## src/rtl/spi_master_mc_pkg.sv

```systemverilog
// Shared definitions for the multi-slave SPI master (and the future SPI slave).
//   state_t   : frame sequencer states
//   MODE_*    : bit positions inside the latched {cpol, cpha} mode vector
package spi_master_mc_pkg;

  typedef enum logic [1:0] {
    ST_IDLE  = 2'd0,
    ST_LEAD  = 2'd1,
    ST_XFER  = 2'd2,
    ST_TRAIL = 2'd3
  } state_t;

  localparam int unsigned MODE_W    = 2;
  localparam int unsigned MODE_CPHA = 0;
  localparam int unsigned MODE_CPOL = 1;

endpackage

```

## src/rtl/spi_master_mc_sck_div.sv

```systemverilog
// SCK half-period divider: DIV_W down-counter, loaded on frame start and
// reloaded on every terminal count, giving a tick every div+1 enabled cycles.
//   clk, rst : clock, synchronous active-high reset
//   load     : load count with div (takes priority over en)
//   en       : count enable
//   div      : reload value (half-period minus one)
//   count    : current count value
//   tick_c   : combinational, high on the terminal-count cycle while enabled
module spi_master_mc_sck_div
  import spi_master_mc_pkg::*;
#(
  parameter int unsigned DIV_W = 8
) (
  input  logic             clk,
  input  logic             rst,
  input  logic             load,
  input  logic             en,
  input  logic [DIV_W-1:0] div,
  output logic [DIV_W-1:0] count,
  output logic             tick_c
);

  assign tick_c = en && (count == '0);

  always_ff @(posedge clk) begin
    if (rst) begin
      count <= '0;
    end else if (load) begin
      count <= div;
    end else if (en) begin
      count <= tick_c ? div : count - DIV_W'(1);
    end
  end

endmodule

```

## src/rtl/spi_master_mc.sv

```systemverilog
// Parametrised multi-slave SPI master with start/busy/done host handshake,
// programmable SCK divider, all four CPOL/CPHA modes and MSB/LSB-first order.
//   clk, rst        : clock, synchronous active-high reset
//   start, tx_data  : transfer request and word to send
//   ss_sel          : slave index (ignored request if >= NUM_SS)
//   cpol, cpha      : SPI mode; lsb_first : bit order; clk_div : half-period - 1
//   busy, done      : frame in progress / one-cycle completion pulse
//   rx_data         : received word, valid from done
//   sck, mosi, miso : SPI pins; ssn : active-low selects
module spi_master_mc
  import spi_master_mc_pkg::*;
#(
  parameter  int unsigned DATA_W = 8,
  parameter  int unsigned NUM_SS = 8,
  parameter  int unsigned DIV_W  = 8,
  localparam int unsigned SS_W   = (NUM_SS > 1) ? $clog2(NUM_SS) : 1
) (
  input  logic              clk,
  input  logic              rst,
  input  logic              start,
  input  logic [DATA_W-1:0] tx_data,
  input  logic [SS_W-1:0]   ss_sel,
  input  logic              cpol,
  input  logic              cpha,
  input  logic              lsb_first,
  input  logic [DIV_W-1:0]  clk_div,
  output logic              busy,
  output logic              done,
  output logic [DATA_W-1:0] rx_data,
  output logic              sck,
  output logic              mosi,
  input  logic              miso,
  output logic [NUM_SS-1:0] ssn
);

  localparam int unsigned EDGES = 2 * DATA_W;
  localparam int unsigned EC_W  = $clog2(EDGES + 1);

  state_t              state;
  logic [DATA_W-1:0]   tx_sr;
  logic [DATA_W-1:0]   rx_sr;
  logic [EC_W-1:0]     edge_cnt;
  logic [MODE_W-1:0]   mode;
  logic                lsb_l;
  logic [DIV_W-1:0]    div_l;
  logic [DIV_W-1:0]    div_c;
  logic [DIV_W-1:0]    count;
  logic                tick_c;
  logic                accept_c;
  logic                xfer_tick_c;
  logic [EC_W-1:0]     edge_next_c;
  logic                last_edge_c;
  logic                sample_c;
  logic                present_c;
  logic                finish_c;
  logic [DATA_W-1:0]   rx_shift_c;

  function automatic logic first_bit(input logic [DATA_W-1:0] w, input logic lsb);
    return lsb ? w[0] : w[DATA_W-1];
  endfunction

  function automatic logic [DATA_W-1:0] shift_out(input logic [DATA_W-1:0] w, input logic lsb);
    return lsb ? (w >> 1) : (w << 1);
  endfunction

  assign accept_c    = start && (state == ST_IDLE) && (32'(ss_sel) < NUM_SS);
  // Live divider on the accepting cycle, latched copy for every reload after.
  assign div_c       = accept_c ? clk_div : div_l;
  assign xfer_tick_c = (state == ST_XFER) && tick_c;
  assign edge_next_c = edge_cnt + EC_W'(1);
  assign last_edge_c = (edge_next_c == EC_W'(EDGES));

  // Odd edges are leading edges; CPHA picks which edge type samples.
  assign sample_c  = xfer_tick_c && (mode[MODE_CPHA] ? !edge_next_c[0] : edge_next_c[0]);
  assign present_c = xfer_tick_c && (mode[MODE_CPHA] ? edge_next_c[0]
                                                     : (!edge_next_c[0] && !last_edge_c));

  assign rx_shift_c = lsb_l ? {miso, rx_sr[DATA_W-1:1]} : {rx_sr[DATA_W-2:0], miso};

  // done must be visible in the last TRAIL cycle, so finish one cycle early;
  // with H=1 that cycle is the one straight after the final XFER tick.
  assign finish_c = (xfer_tick_c && last_edge_c && (div_l == '0)) ||
                    ((state == ST_TRAIL) && (count == DIV_W'(1)));

  spi_master_mc_sck_div #(
    .DIV_W (DIV_W)
  ) u_sck_div (
    .clk    (clk),
    .rst    (rst),
    .load   (accept_c),
    .en     (state != ST_IDLE),
    .div    (div_c),
    .count  (count),
    .tick_c (tick_c)
  );

  // Frame sequencer, shift registers and pin drivers.
  always_ff @(posedge clk) begin
    if (rst) begin
      state    <= ST_IDLE;
      busy     <= 1'b0;
      done     <= 1'b0;
      rx_data  <= '0;
      sck      <= 1'b0;
      mosi     <= 1'b0;
      ssn      <= '1;
      tx_sr    <= '0;
      rx_sr    <= '0;
      edge_cnt <= '0;
      mode     <= '0;
      lsb_l    <= 1'b0;
      div_l    <= '0;
    end else begin
      done <= 1'b0;
      case (state)
        ST_IDLE: begin
          sck <= cpol;
          ssn <= '1;
          if (accept_c) begin
            state    <= ST_LEAD;
            busy     <= 1'b1;
            ssn      <= ~(NUM_SS'(1) << ss_sel);
            mode     <= {cpol, cpha};
            lsb_l    <= lsb_first;
            div_l    <= clk_div;
            edge_cnt <= '0;
            rx_sr    <= '0;
            // CPHA=0 needs the first bit on the line before the first edge.
            if (cpha) begin
              tx_sr <= tx_data;
            end else begin
              mosi  <= first_bit(tx_data, lsb_first);
              tx_sr <= shift_out(tx_data, lsb_first);
            end
          end
        end
        ST_LEAD: begin
          if (tick_c) state <= ST_XFER;
        end
        ST_XFER: begin
          if (tick_c) begin
            sck      <= ~sck;
            edge_cnt <= edge_next_c;
            if (sample_c) rx_sr <= rx_shift_c;
            if (present_c) begin
              mosi  <= first_bit(tx_sr, lsb_l);
              tx_sr <= shift_out(tx_sr, lsb_l);
            end
            if (last_edge_c) state <= ST_TRAIL;
          end
        end
        ST_TRAIL: begin
          sck <= mode[MODE_CPOL];
        end
        default: state <= ST_IDLE;
      endcase

      // ssn stays low through the done cycle and is released by IDLE next.
      if (finish_c) begin
        state   <= ST_IDLE;
        busy    <= 1'b0;
        done    <= 1'b1;
        rx_data <= sample_c ? rx_shift_c : rx_sr;
      end
    end
  end

endmodule
```

## config.mk

```make
export PLATFORM = sky130hd
export DESIGN_NAME = spi_master_mc
export DESIGN_NICKNAME = d
export VERILOG_FILES = /design/src/rtl/spi_master_mc_pkg.sv /design/src/rtl/spi_master_mc_sck_div.sv /design/src/rtl/spi_master_mc.sv
export SDC_FILE = /design/constraint.sdc
export NUM_CORES = 1
export LEC_CHECK = 0
export ABC_AREA = 1
export BUFFER_PORTS_ARGS = -buffer_cell sky130_fd_sc_hd__buf_2
export CAP_MARGIN = 20
export CORE_MARGIN = 2
export CORE_UTILIZATION = 40
export DETAILED_ROUTE_END_ITERATION = 10
export MAX_ROUTING_LAYER = met4
export PLACE_DENSITY = 0.69
export SYNTH_ARGS = -nofsm -noshare
export SYNTH_HDL_FRONTEND = slang
export SYNTH_SLANG_ARGS = --single-unit
```

## constraint.sdc

```tcl
create_clock -name clk -period 2.9 [get_ports clk]
set_input_delay 0.29 -clock clk [delete_from_list [all_inputs] [get_ports clk]]
set_output_delay 0.29 -clock clk [all_outputs]
set_load 0.01 [all_outputs]
```

# Word-level counts from Yosys, hierarchy flattened
# Index checks and enable logic that the tools add are counted.
word_totals:
  regBits: 62
  out_inout_bits: 20
  word_cells: 94
op_classes:
  n_addsub: 2
  eq_ne: 11
  shifts: 1
  mux: 37
  bitwise_logic: 2
  reduce_logical: 27
ops:
  columns: ["cell", "n"]
  rows:
  - ["2-to-1 mux 8 bit", 15]
  - ["case mux 8 bit (2 select lines)", 2]
  - ["zero test 8 bit", 2]
  - ["!= test 2 bit (second input constant)", 6]
  - ["2-to-1 mux 1 bit", 10]
  - ["2-to-1 mux 5 bit", 2]
  - ["case mux 5 bit (2 select lines)", 1]
  - ["AND reduction 5 bit", 2]
  - ["logical AND 1 bit", 9]
  - ["equality test 8 x 1 -> 1 bit (second input constant)", 1]
  - ["2-to-1 mux 2 bit", 4]
  - ["inverter 8 bit", 1]
  - ["<< shifter 1 x 3 -> 8 bit (first input constant)", 1]
  - ["subtractor 8 x 1 -> 8 bit (second input constant)", 1]
  - ["case mux 2 bit (3 select lines)", 1]
  - ["nonzero test 2 bit", 3]
  - ["nonzero test 3 bit", 2]
  - ["adder 5 x 1 -> 5 bit (second input constant)", 1]
  - ["equality test 5 bit (second input constant)", 1]
  - ["equality test 2 bit (second input constant)", 2]
  - ["AND reduction 2 bit", 2]
  - ["AND reduction 4 bit", 1]
  - ["case mux 1 bit (3 select lines)", 1]
  - ["AND reduction 3 bit", 1]
  - ["7 further kinds", 8]

# Depth between registers and ports, before layout
# Gate-level depths: netlist of the first run.
depth:
  ltp_word: 9
  mapped_depth: 13
  ltp_nobuf: 13

# Cells and area by module
# Synthesis of the first run repeated with hierarchy kept, for this count alone.
unflattened:
  hier_cells: 531
  area_unflattened_um2: 3578.4
by_module_without_submodules:
  columns: ["mod", "n_inst", "cells_per_inst", "area_per_inst_um2", "seq_area_each_um2"]
  rows:
  - ["spi_master_mc", 1, 432, 2976.6, 1081.0]
  - ["spi_master_mc_sck_div", 1, 99, 601.8, 160.2]

# Least setup slack after synthesis of the first run
# OpenSTA, ideal clock, no wires.
synth_path:
  path_type: "flip-flop to flip-flop"
  startpoint: "register state[0]"
  endpoint: "register tx_sr[6]"
  t_arrival_ps: 1672
  required_ps: 2785
  path_slack_ps: 1113
  stages_incl_launch_ff: 14
  synth_period_minus_slack_ps: 1787
  cell_sequence: "dfxtp_1 inv_1 ha_1 inv_2 nand2_2 nor2_4 nand2_1 nand2_1 nand2_1 inv_2 buf_4 nand3_1 nand2_1 nor2_1"
synth_via:
  elab_chain_cells: 6
  elab_cells_between_ends: 13
  classes_between: "eq/ne (4); mux (1); reduce/logical (8)"
synth_lines:
  columns: ["item", "line", "source"]
  rows:
  - ["start, declared", "spi_master_mc.sv:39", "state_t state;"]
  - ["start signal, assigned", "spi_master_mc.sv:100", "state <= ST_IDLE;"]
  - ["start signal, assigned", "spi_master_mc.sv:120", "state <= ST_LEAD;"]
  - ["start signal, assigned", "spi_master_mc.sv:138", "if (tick_c) state <= ST_XFER;"]
  - ["nonzero test 2 bit", "spi_master_mc.sv:91", ".en (state != ST_IDLE),"]
  - ["logical AND 1 bit", "spi_master_mc_sck_div.sv:23", "assign tick_c = en && (count == '0);"]
  - ["logical AND 1 bit", "spi_master_mc.sv:69", "assign xfer_tick_c = (state == ST_XFER) && tick_c;"]
  - ["logical AND 1 bit", "spi_master_mc.sv:75", "assign present_c = xfer_tick_c && (mode[MODE_CPHA] ? edge_next_c[0]"]
  - ["!= test 2 bit (no source line)", null, null]
  - ["AND reduction 4 bit (no source line)", null, null]
  - ["end signal, assigned", "spi_master_mc.sv:130", "tx_sr <= tx_data;"]
  - ["end signal, assigned", "spi_master_mc.sv:133", "tx_sr <= shift_out(tx_data, lsb_first);"]
  - ["end signal, assigned", "spi_master_mc.sv:147", "tx_sr <= shift_out(tx_sr, lsb_l);"]
  - ["end, declared", "spi_master_mc.sv:40", "logic [DATA_W-1:0] tx_sr;"]
# Parallel ways exist; a longest one is shown, timed or not.
# A chain may end at the register's enable or synchronous reset.

# Worst setup path after layout of the first run
layout_path:
  startpoint: "register state[0]"
  endpoint: "register tx_sr[2]"
# Same word-level chain as after synthesis.

==> metrics, run 1 <==
run status complete, no violations; Final Hold Vio Count 0; DP Wirelength 5.49 mm; CP Launch Point state[0]$_SDFFE_PP0P_; I/O pin count 46; # rows 33; Syn-to-layout area delta 14.8%; leakage 1.68 nW; CTS Buf Count 9; vias post-DR 3274; Syn Inst Count 492; mapped cell area 3340 um2; R2R cell count 12; DRC Markers 0; unrepaired setup endpoints after global routing false; final worst-path cycle share 76.2%; placed cells 624; post-synthesis compound-gate area fraction 20.4%; syn avg cell area 6.78 um2; Data required, critical path 3.13 ns; die area 9090 um2; Fmax 453 MHz; die height 95.4 um; crit path kind register to register; post-synthesis register bit count 62; total grt overflow 0; CTS root buffer clkbuf_8; clock slew at reported path FFs 0.08 ns; Worst-Margin Slew 0.625 ns; Max clock buf depth 2; later-pin clock latency in the skew report 0.35 ns; nets@finish 565; Final Skew 0.00830 ns; Final min period 2.21 ns; Synth Area in XOR/XNOR 0.262%; hold_buf cts 0; initial antenna violation count 0; Crit Path Max Fanout 16; Buffers on Ports 45; Reg2Reg Setup Slack 0.69 ns; Layout Cells excl Fill 640; initial drt markers 222; multiplexer area fraction after synthesis 2.40%; per-cell routed wire length 12.1 um; worst r2r dst tx_sr[2]$_SDFFE_PP0P_; Slew HR 58.3%; Critical Path Start Type register; CP endpoint tx_sr[2]$_SDFFE_PP0P_; total track usage 18.6%; top post-synthesis cells by area dfxtp_1 37%, nand2_1 16%, a21oi_1 8.8%; first-pass GRT wire length 12.9 mm; Netlist cell types 37; core area 8130 um2; Reg2Reg Launch Point state[0]$_SDFFE_PP0P_; area leader, netlist dfxtp_1; Synth Net Count 527; routability cong. 0.929; drt first pass iters 5; share of layout cells above drive strength 1 16.6%; fin. max-slew vios 0; Seq/Total Area, Yosys 37.2%; Sink Count 62; PwrDens 874 nW/um2; Final setup viols 0; Die X 95.4 um; setup TNS 0 ns; YS warnings 0; post-synth top area share 37.2%; combinational family with the most area after synthesis simple AND/OR/NAND/NOR gates; post-CTS sizing 0; Post-CTS Setup Inserts 0; Initial Util 41.0%; drt total wl 7.75 mm; Min-Delay Path Class input pin to register; simple-gate share of the synthesized area 26.5%; CTS H-Tree Depth 3; ANT cells 0; synthesized-area fraction occupied by adder cells 3.37%; vias per cell 5.12; Final ANT Viol Nets 0; Max Cap Viol 0; largest net degree at the start of global routing 31; WP data arrival 2.44 ns; CTS tree done; VDD IR max 470 uV; crit end category register; vias in the first global route 2805
power by group:
group | internal (mW) | switching (mW) | leakage (nW)
Clock | 0.486 | 0.359 | 0.109
Combinational | 0.470 | 0.906 | 1.07
Sequential | 1.01 | 0.120 | 0.507
Total | 1.96 | 1.39 | 1.68
through the flow:
stage               hold slack [ns]  instance area, um2  worst slack [ns]  power, mW  util, %
global route                  0.206                3830             0.478       3.63     47.1
floorplan                     0.429                3340              1.11       2.23        -
detailed placement            0.433                3610             0.748       2.50     44.4
CTS                           0.206                3830             0.735       3.36     47.1
finish                        0.221                3830             0.691       3.35     47.1
global placement              0.433                3610             0.773       2.48     44.4
state kept, by name (all words and copies together), names as in the netlist:
register,count
busy,1
u_sck_div.count,8
edge_cnt,5
mode,2
tx_sr,8
state,2
rx_sr,8
mosi,1
div_l,8
ssn,8
done,1
rx_data,8
sck,1
lsb_l,1
worst max-delay path, stage by stage, from the launching register on:
cell,delay (ns)
dfxtp_1,0.42
inv_1,0.09
ha_1,0.23
inv_2,0.12
nand2_2,0.08
nor2_4,0.15
nand2_1,0.26
nand2_1,0.19
nand2_1,0.10
inv_2,0.22
nand3_1,0.11
nand2_1,0.08
nor2_1,0.04
placed cells by master, fill, tap and decap left out, drive strengths merged:
cell	count
mux2i	8
a32oi	1
nand4	4
clkinvlp	1
clkinv	5
o21ai	40
a31oi	4
o221ai	1
buf	48
o22ai	8
nor3	3
nand2	142
clkbuf	9
o211ai	1
nor2	34
dfxtp	62
a211oi	2
o32ai	2
ha	9
o31ai	2
nand3	27
a21oi	60
xnor2	1
inv	57
bufinv	2
or2	2
worst min-delay path by stage:
| stage | start | end | slack (ns) | cells after the start |
|---|---|---|---|---|
| floorplan | ss_sel[2] | ssn[1]$_SDFFE_PP1N_ | 0.43 | 2 |
| global placement | rx_data[5]$_SDFFE_PP0P_ | rx_data[5]$_SDFFE_PP0P_ | 0.43 | 2 |
| detailed placement | rx_data[4]$_SDFFE_PP0P_ | rx_data[4]$_SDFFE_PP0P_ | 0.43 | 2 |
| CTS | clk_div[4] | div_l[4]$_SDFFE_PP0N_ | 0.21 | 3 |
| global route | clk_div[4] | div_l[4]$_SDFFE_PP0N_ | 0.21 | 3 |
| finish | clk_div[4] | div_l[4]$_SDFFE_PP0N_ | 0.22 | 3 |
layer usage:
layer	up-vias	global-route usage, %	share of wire [%]
li1	1690	-	-
met1	1493	23.2	45
met2	84	29.4	48
met5	-	-	0
met4	0	6.40	1.2
met3	7	4.35	5.7
Yosys cell counts, drive strengths merged:
cell / n
nor3: 3
a211oi: 2
nand4: 4
clkbuf: 9
or2: 2
o21ai: 40
nand3: 27
a31oi: 4
a21oi: 60
a32oi: 1
xnor2: 1
dfxtp: 62
buf: 12
mux2i: 8
ha: 9
clkinv: 1
inv: 57
o32ai: 2
o22ai: 8
nand2: 142
o31ai: 2
nor2: 34
o211ai: 1
o221ai: 1
area by class of cell:
type,count,area [um2]
fill,835,4300
multi-input combinational,351,1770
sequential,62,1240
tap,105,131
timing repair buffer,48,248
clock buffer,9,124
inverter,58,220
clock inverter,7,98.8
cells by family after synthesis:
logic type,after synthesis
fa+ha+maj,9
flops,62
mux,8
simple gates,212
compound gates,121
buf+inv,79
xor+xnor,1
(Power assumes the default switching activity.)
==> run 2, diff against run 1 <==
Clock period 2.9 ns to 2.3 ns, I/O delays scaled along.
==> run 2 against run 1 <==
Effect of this change: non-clock buffer count grew 4; first-iteration DRC count shrank 16%; total power grew 29%.
==> metrics, run 2 (synthesized netlist as in run 1, its figures left out) <==
final worst-path cycle share 88.3% (was 76.2%); Syn-to-layout area delta 16.2% (was 14.8%); unrepaired setup endpoints after global routing false (unchanged); CTS tree done (unchanged); core area 8130 um2 (unchanged); Final Skew 0.00798 ns (was 0.00830 ns); Final setup viols 0 (unchanged); drt first pass iters 4 (was 5); die area 9090 um2 (unchanged); largest net degree at the start of global routing 27 (was 31); first-pass GRT wire length 13.0 mm (was 12.9 mm); Slew HR 60.7% (was 58.3%); DP Wirelength 5.62 mm (was 5.49 mm); Final ANT Viol Nets 0 (unchanged); leakage 1.71 nW (was 1.68 nW); share of layout cells above drive strength 1 17.4% (was 16.6%); Die X 95.4 um (unchanged); clock slew at reported path FFs 0.07 ns (was 0.08 ns); Initial Util 41.0% (unchanged); design area 3880 um2 (was 3830 um2); Max clock buf depth 2 (unchanged); crit path kind register to register (unchanged); Sink Count 62 (unchanged); vias post-DR 3174 (was 3274); setup TNS 0 ns (unchanged); ANT cells 0 (unchanged); hold_buf cts 0 (unchanged); run status complete, no violations (unchanged); most frequent cells in the layout 138 x nand2_1, 62 x dfxtp_1, 59 x a21oi_1 (was 139 x nand2_1, 62 x dfxtp_1, 59 x a21oi_1); vias per cell 4.93 (was 5.12); Fmax 492 MHz (was 453 MHz); DRC Markers 0 (unchanged); initial drt markers 187 (was 222); CTS Buf Count 9 (unchanged); crit end category register (unchanged); drt total wl 7.75 mm (about the same); Post-DP Area 3640 um2 (was 3610 um2); Worst-Margin Slew 0.590 ns (was 0.625 ns); vias in the first global route 2952 (was 2805); Crit Path Max Fanout 16 (unchanged); per-cell routed wire length 12.0 um (was 12.1 um); later-pin clock latency in the skew report 0.34 ns (was 0.35 ns); routability cong. 0.902 (was 0.929); Min-Delay Path Class input pin to register (unchanged); CTS root buffer clkbuf_8 (unchanged); Critical Path Start Type register (unchanged); Hold WS 0.144 ns (was 0.221 ns); nets@finish 569 (was 565); # rows 33 (unchanged); fin. max-slew vios 0 (unchanged); PwrDens 1120 nW/um2 (was 874 nW/um2); Max Cap Viol 0 (unchanged); I/O pin count 46 (unchanged); Final Hold Vio Count 0 (unchanged); WP data arrival 2.30 ns (was 2.44 ns); VDD IR max 486 uV (was 470 uV); die height 95.4 um (unchanged); CTS H-Tree Depth 3 (unchanged); total track usage 18.7% (was 18.6%); Buffers on Ports 45 (unchanged); Data required, critical path 2.57 ns (was 3.13 ns); commonest non-fill, non-tap cell in the layout nand2_1 (unchanged); initial antenna violation count 0 (unchanged); Final min period 2.03 ns (was 2.21 ns); total grt overflow 0 (unchanged)
## run 2: changes by cell type in the layout (fill, tap and decap cells not counted), sizes merged
cell,change
buf,+4
bufinv,+1
clkinv,-1
## run 2: area by class of cell
cell class | instances | area (um2)
inverters | 58 | 220
clock inverters | 7 | 113
fillers | 839 | 4260
flip-flops and latches | 62 | 1240
multi-input cells | 351 | 1770
well taps | 105 | 131
clock buffers | 9 | 124
repair buffers | 52 | 278
## run 2: worst max-delay path, stage by stage (launching register included)
cell and delay [ns]:
dfxtp_1 0.41, inv_1 0.10, ha_1 0.23, inv_2 0.12, nand2_2 0.08, nor2_4 0.16
nand3_4 0.11, inv_4 0.19, nand2_4 0.17, o21ai_2 0.19, nand2_1 0.07, a21oi_1 0.12
## run 2: where the power goes
| group | switching (mW) | internal [mW] |
|---|---|---|
| registers | 0.132 | 1.27 |
| clock network | 0.434 | 0.713 |
| logic | 1.16 | 0.618 |
| total | 1.73 | 2.60 |
## run 2: what timing repair did
item / 4_1_cts / 5_1_grt
gates resized for setup: 0 / 1
setup buffers: 0 / 0
endpoints found under the setup margin: 0 / 9
## run 2: metrics by stage
step,power [mW],util [%],setup slack (ns),std cells
after global routing,4.68,47.7,0.0508,644
final,4.33,47.7,0.269,644
after global placement,3.16,44.7,0.323,628
after floorplan,2.82,-,0.513,492
after detailed placement,3.19,44.7,0.202,628
after CTS,4.35,47.7,0.189,644
## run 2: path summary, 6_finish.rpt
| check | startpoint | endpoint | slack [ns] | depth (start not counted) |
|---|---|---|---|---|
| max | state[0]$_SDFFE_PP0P_ | rx_sr[3]$_SDFFE_PP0P_ | 0.27 | 11 |
| min | rst | edge_cnt[0]$_SDFFE_PP0P_ | 0.14 | 2 |
| max reg2reg | state[0]$_SDFFE_PP0P_ | rx_sr[3]$_SDFFE_PP0P_ | 0.27 | 11 |
| min reg2reg | rx_data[0]$_SDFFE_PP0P_ | rx_data[0]$_SDFFE_PP0P_ | 0.45 | 2 |
## run 2: metal layers
| layer | part of all wire (%) | vias to the layer above | routed length [um] | global-route usage, % |
|---|---|---|---|---|
| li1 | - | 1690 | - | - |
| met1 | 48 | 1421 | 3720 | 23.4 |
| met2 | 46 | 51 | 3600 | 29.1 |
| met3 | 3.0 | 12 | 233 | 3.24 |
| met4 | 2.5 | 0 | 197 | 9.30 |
| met5 | 0 | - | 0 | - |
